File: config.mk
export PLATFORM = sky130hd
export DESIGN_NAME = barramento_coerencia
export DESIGN_NICKNAME = d
export VERILOG_FILES = /design/src/rtl/barramento_coerencia.sv
export SDC_FILE = /design/constraint.sdc
export NUM_CORES = 1
export LEC_CHECK = 0
export ABC_CLOCK_PERIOD_IN_PS = 4090
export CAP_MARGIN = 20
export CORE_ASPECT_RATIO = 1.4
export CORE_MARGIN = 3
export CORE_UTILIZATION = 26
export CTS_BUF_LIST = sky130_fd_sc_hd__clkbuf_4
export DETAILED_ROUTE_END_ITERATION = 8
export GPL_ROUTABILITY_DRIVEN = 1
export SYNTH_ARGS = -nofsm -noshare
export SYNTH_HDL_FRONTEND = slang
export SYNTH_SLANG_ARGS = --single-unit
File: constraint.sdc
create_clock -name clock -period 4.09 [get_ports clock]
set_input_delay 0.818 -clock clock [delete_from_list [all_inputs] [get_ports clock]]
set_output_delay 0.818 -clock clock [all_outputs]
set_load 0.01 [all_outputs]
File: src/rtl/barramento_coerencia.sv
// barramento_coerencia: snooping-bus arbiter for the MSI coherence system.
// It picks one requesting emitter per transaction (round-robin), performs the
// optional write-back of the dirty block to memory, broadcasts the message on
// the snoop bus and returns a one-cycle completion pulse to the winner.
//
// Ports:
//   clock, reset          rising-edge clock, asynchronous active-low reset
//   req[N_PROC]           per-processor request, held until its done pulse
//   msg[2*N_PROC]         2-bit message per processor (11 = semMensagem)
//   endereco              block address per processor, packed by index
//   wb[N_PROC]            write-back request per processor
//   dado_wb               write-back data per processor, packed by index
//   mem_pronto            memory accepted the write (used in WRITEBACK only)
//   mem_we/mem_end/mem_dado          memory write port
//   bus_valido/bus_msg/bus_end/bus_origem  snoop bus broadcast
//   done[N_PROC]          one-hot completion pulse to the winner
module barramento_coerencia #(
    parameter int unsigned N_PROC = 3,
    parameter int unsigned ADDR_W = 4,
    parameter int unsigned DATA_W = 8
) (
    input  logic                       clock,
    input  logic                       reset,
    input  logic [N_PROC-1:0]          req,
    input  logic [2*N_PROC-1:0]        msg,
    input  logic [ADDR_W*N_PROC-1:0]   endereco,
    input  logic [N_PROC-1:0]          wb,
    input  logic [DATA_W*N_PROC-1:0]   dado_wb,
    input  logic                       mem_pronto,
    output logic                       mem_we,
    output logic [ADDR_W-1:0]          mem_end,
    output logic [DATA_W-1:0]          mem_dado,
    output logic                       bus_valido,
    output logic [1:0]                 bus_msg,
    output logic [ADDR_W-1:0]          bus_end,
    output logic [1:0]                 bus_origem,
    output logic [N_PROC-1:0]          done
);

    localparam int unsigned MSG_W   = 2;
    localparam int unsigned IDX_W   = 2;
    localparam logic [MSG_W-1:0] SEM_MSG = 2'b11;

    typedef enum logic [1:0] {
        OCIOSO    = 2'd0,
        WRITEBACK = 2'd1,
        DIFUSAO   = 2'd2,
        CONCLUI   = 2'd3
    } estado_t;

    estado_t             estado, estado_n;
    logic [IDX_W-1:0]    ultimo, ultimo_n;
    logic [IDX_W-1:0]    venc_q, venc_n;
    logic [MSG_W-1:0]    msg_q, msg_n;
    logic [ADDR_W-1:0]   end_q, end_n;
    logic [DATA_W-1:0]   dado_q, dado_n;

    logic                achou;
    logic [IDX_W-1:0]    grant;
    int                  cand;
    logic [MSG_W-1:0]    msg_sel;
    logic                wb_sel;

    // Round-robin search: first requester at or after ultimo+1, wrapping upward.
    always_comb begin
        achou = 1'b0;
        grant = '0;
        cand  = 0;
        for (int i = 1; i <= int'(N_PROC); i++) begin
            cand = int'(ultimo) + i;
            if (cand >= int'(N_PROC)) begin
                cand = cand - int'(N_PROC);
            end
            if (!achou && (|(req & (N_PROC'(1) << cand)))) begin
                achou = 1'b1;
                grant = IDX_W'(cand);
            end
        end
    end

    // Winner's message and write-back flag, extracted from the packed inputs.
    assign msg_sel = MSG_W'(msg >> (MSG_W * 32'(grant)));
    assign wb_sel  = |(wb & (N_PROC'(1) << grant));

    // Next state and next latch contents.
    always_comb begin
        estado_n = estado;
        ultimo_n = ultimo;
        venc_n   = venc_q;
        msg_n    = msg_q;
        end_n    = end_q;
        dado_n   = dado_q;
        unique case (estado)
            OCIOSO: begin
                if (achou) begin
                    venc_n = grant;
                    msg_n  = msg_sel;
                    end_n  = ADDR_W'(endereco >> (ADDR_W * 32'(grant)));
                    dado_n = DATA_W'(dado_wb >> (DATA_W * 32'(grant)));
                    if (wb_sel) begin
                        estado_n = WRITEBACK;
                    end else if (msg_sel == SEM_MSG) begin
                        estado_n = CONCLUI;
                    end else begin
                        estado_n = DIFUSAO;
                    end
                end
            end
            WRITEBACK: begin
                if (mem_pronto) begin
                    estado_n = (msg_q == SEM_MSG) ? CONCLUI : DIFUSAO;
                end
            end
            DIFUSAO: begin
                estado_n = CONCLUI;
            end
            CONCLUI: begin
                ultimo_n = venc_q;
                estado_n = OCIOSO;
            end
            default: begin
                estado_n = OCIOSO;
            end
        endcase
    end

    // State, latches and strobes; strobes are registered from the next state
    // so they line up with the state they belong to.
    always_ff @(posedge clock or negedge reset) begin
        if (!reset) begin
            estado     <= OCIOSO;
            ultimo     <= IDX_W'(N_PROC - 1);
            venc_q     <= '0;
            msg_q      <= SEM_MSG;
            end_q      <= '0;
            dado_q     <= '0;
            mem_we     <= 1'b0;
            bus_valido <= 1'b0;
            bus_msg    <= SEM_MSG;
            done       <= '0;
        end else begin
            estado     <= estado_n;
            ultimo     <= ultimo_n;
            venc_q     <= venc_n;
            msg_q      <= msg_n;
            end_q      <= end_n;
            dado_q     <= dado_n;
            mem_we     <= (estado_n == WRITEBACK);
            bus_valido <= (estado_n == DIFUSAO);
            bus_msg    <= (estado_n == DIFUSAO) ? msg_n : SEM_MSG;
            done       <= (estado_n == CONCLUI) ? (N_PROC'(1) << venc_n) : '0;
        end
    end

    // Address/data/origin simply expose the latched transaction.
    assign mem_end    = end_q;
    assign mem_dado   = dado_q;
    assign bus_end    = end_q;
    assign bus_origem = venc_q;

endmodule

==> metrics <==
status=completed; vias per cell=5.030; Layout area overhead=50.92%; max-slew violations=0; synthesized net count=219; CTS tree=built; I/O pin count=76; Crit Path Category=input pin to flop; synthesized area per cell=9.994 um^2; synth top area cells=dfrtp_1 34%, dfstp_2 8.1%, a22oi_1 6.5%, mux2_1 6.2%, nand2_1 3.9%; crit-path cells=clkdlybuf4s50_1 -> a222oi_1 -> nand2b_1 -> o211ai_1 -> or4_4 -> and3_4 -> o311a_4 -> clkinv_2 -> and4b_1; global route total overflow=0; first-pass GRT wire length=7.251 mm; worst hold path type=flop to flop; f_max=292.5 MHz; wire length per cell=14.65 um; CP max FO=7; Die W=72.90 um; Total GRT Usage=0.1248; async set-or-reset flop fraction in the synthesized netlist=1.000; Yosys reg bits=27; Netlist cell types=37; total wire length=4.454 mm; Hold-fix buffers, CTS=0; DRT Pass-1 Iters=4; yosys warns=0; Post-Layout Cell Count=304; initial antenna violation count=0; CP endpoint kind=flop; post-route ant nets=0; total CTS buffers=3; leading area contributor after synthesis=dfrtp_1; CP Launch Type=input pin; RSZ-0062 raised after global routing=false; Max Cap Viol=0; layout net count=291; power per cell area=789.2 nW/um^2; setup_tns=0 ns; # setup viols final=0; Slew Limit Headroom=0.6106; critical path's top delay family=compound AO/OA/AOI/OAI gates; final hold violations=0; die area=7265 um^2; commonest non-fill, non-tap cells in the layout=75 x clkdlybuf4s50_1, 22 x dfrtp_1, 17 x nand2_1; Lkg Pwr=0.001010 uW; Worst-Margin Slew=0.5842 ns; Clock Path Buffers=2; Clock Skews=0.002175 ns; most common cell after layout, fill and taps aside=clkdlybuf4s50_1; WP data required=4.36 ns; vias in the first global route=1,557; CP max-delay cell=a222oi_1; top-area cell type share of the netlist area=0.3379; Fillers=616; cts repair resizes=0; sequential share of the synthesized area=0.4186; post-detail-place hpwl=3.618 mm; H-tree depth=1; clock transition at the registers of the reported paths=0.14 ns; share of cells above drive strength 1=0.09829; post-CTS repair timing setup buffer count=0; worst path bufs/invs=2; die height=99.66 um; core footprint=5946 um^2; diode count=0; Peak supply drop=0.2209 mV; DRC=0; Data arrival, critical path=3.69 ns; final worst-path cycle share=0.8360; input/output buffers=75; routability cong.=0.7846; Synth Instances=163; placed insts=300; post-layout min period=3.419 ns; crit-path max cell delay=0.59 ns; detailed router's first-iteration violation count=105; Initial Util=0.2740; FP Rows=33; Clock Sinks=27; Post-synth EDFFs=0; via count=1,529; largest net degree at the start of global routing=28; CTS Root Cell=clkbuf_4; Worst-Skew Late Latency=0.32 ns; Post-synth top flop=dfrtp_1; cell area after synthesis=1629 um^2; post-layout util=0.4135
final cells by class:
| type | instances | area, um^2 | area share |
|---|---|---|---|
| Sequential cell | 27 | 681.9 | 0.2774 |
| Tap cell | 70 | 87.58 | 0.03562 |
| Clock buffer | 3 | 22.52 | 0.009160 |
| Clock inverter | 1 | 7.507 | 0.003053 |
| Inverter | 9 | 35.03 | 0.01425 |
| Multi-Input combinational cell | 115 | 843.3 | 0.3430 |
| Timing Repair Buffer | 79 | 780.7 | 0.3176 |
worst min-delay path, cell delays in order (launching register included):
cell and delay [ns]:
dfrtp_1 0.37, nand2_1 0.05, o21ai_1 0.06
flip-flops by register name, indices dropped and copies added, names as in the netlist:
name        count
bus_origem      2
estado          2
bus_valido      1
bus_end         4
mem_dado        8
mem_we          1
msg_q           2
bus_msg         2
done            3
ultimo          2
cells in the mapped netlist (5+ instances only):
cell / instances
a22oi_1: 14
clkbuf_1: 6
dfrtp_1: 22
dfstp_2: 5
ha_1: 5
inv_1: 8
mux2_1: 9
mux2_2: 5
nand2_1: 17
nor2_1: 5
o211ai_1: 8
o21ai_1: 12
per-layer routing:
metal  vias to the layer above  wire length [um]  GRT usage
met5                         -                 0          0
met4                         0                27    0.02699
met3                         2               241    0.02528
met2                        46              2531     0.2392
met1                       732              1654     0.1370
li1                        749                 -          -
power by group:
part | switching [uW] | internal [uW] | total (uW)
logic | 713 | 638 | 1350
clock network | 78.7 | 37.3 | 116
registers | 73.5 | 400 | 474
total | 865 | 1080 | 1940
metrics by stage:
stage                     worst slack [ns]  total power [uW]  cell area, um^2  hold slack (ns)
final                               0.6708              1940             2459           0.5037
after global routing                0.4949              2138             2459           0.5470
after CTS                           0.6870              1980             2459           0.5129
after detailed placement            0.3311              1856             2429           0.4767
after global placement              0.3906              1841             2429           0.4674
after floorplan                      1.051              1406             1629           0.4972
final timing paths:
path	startpoint	slack, ns	endpoint	cells past startpoint
max	req[2]	0.67	done[2]	9
max in group asynchronous	reset	2.94	ultimo[1]	2
min	mem_dado[1]	0.50	mem_dado[1]	2
max reg2reg	ultimo[0]	0.79	done[2]	10
min in group asynchronous	reset	0.85	estado[1]	2
min reg2reg	mem_dado[1]	0.50	mem_dado[1]	2
cell families after synthesis:
group                      share of synthesized area
AOI/OAI and AO/OA                             0.2358
adders and majority gates                    0.03840
buffers and inverters                        0.06374
DFF                                           0.4186
muxes                                        0.09677
and+or+nand+nor                               0.1467
No activity file was read; power rests on OpenSTA's default activity.
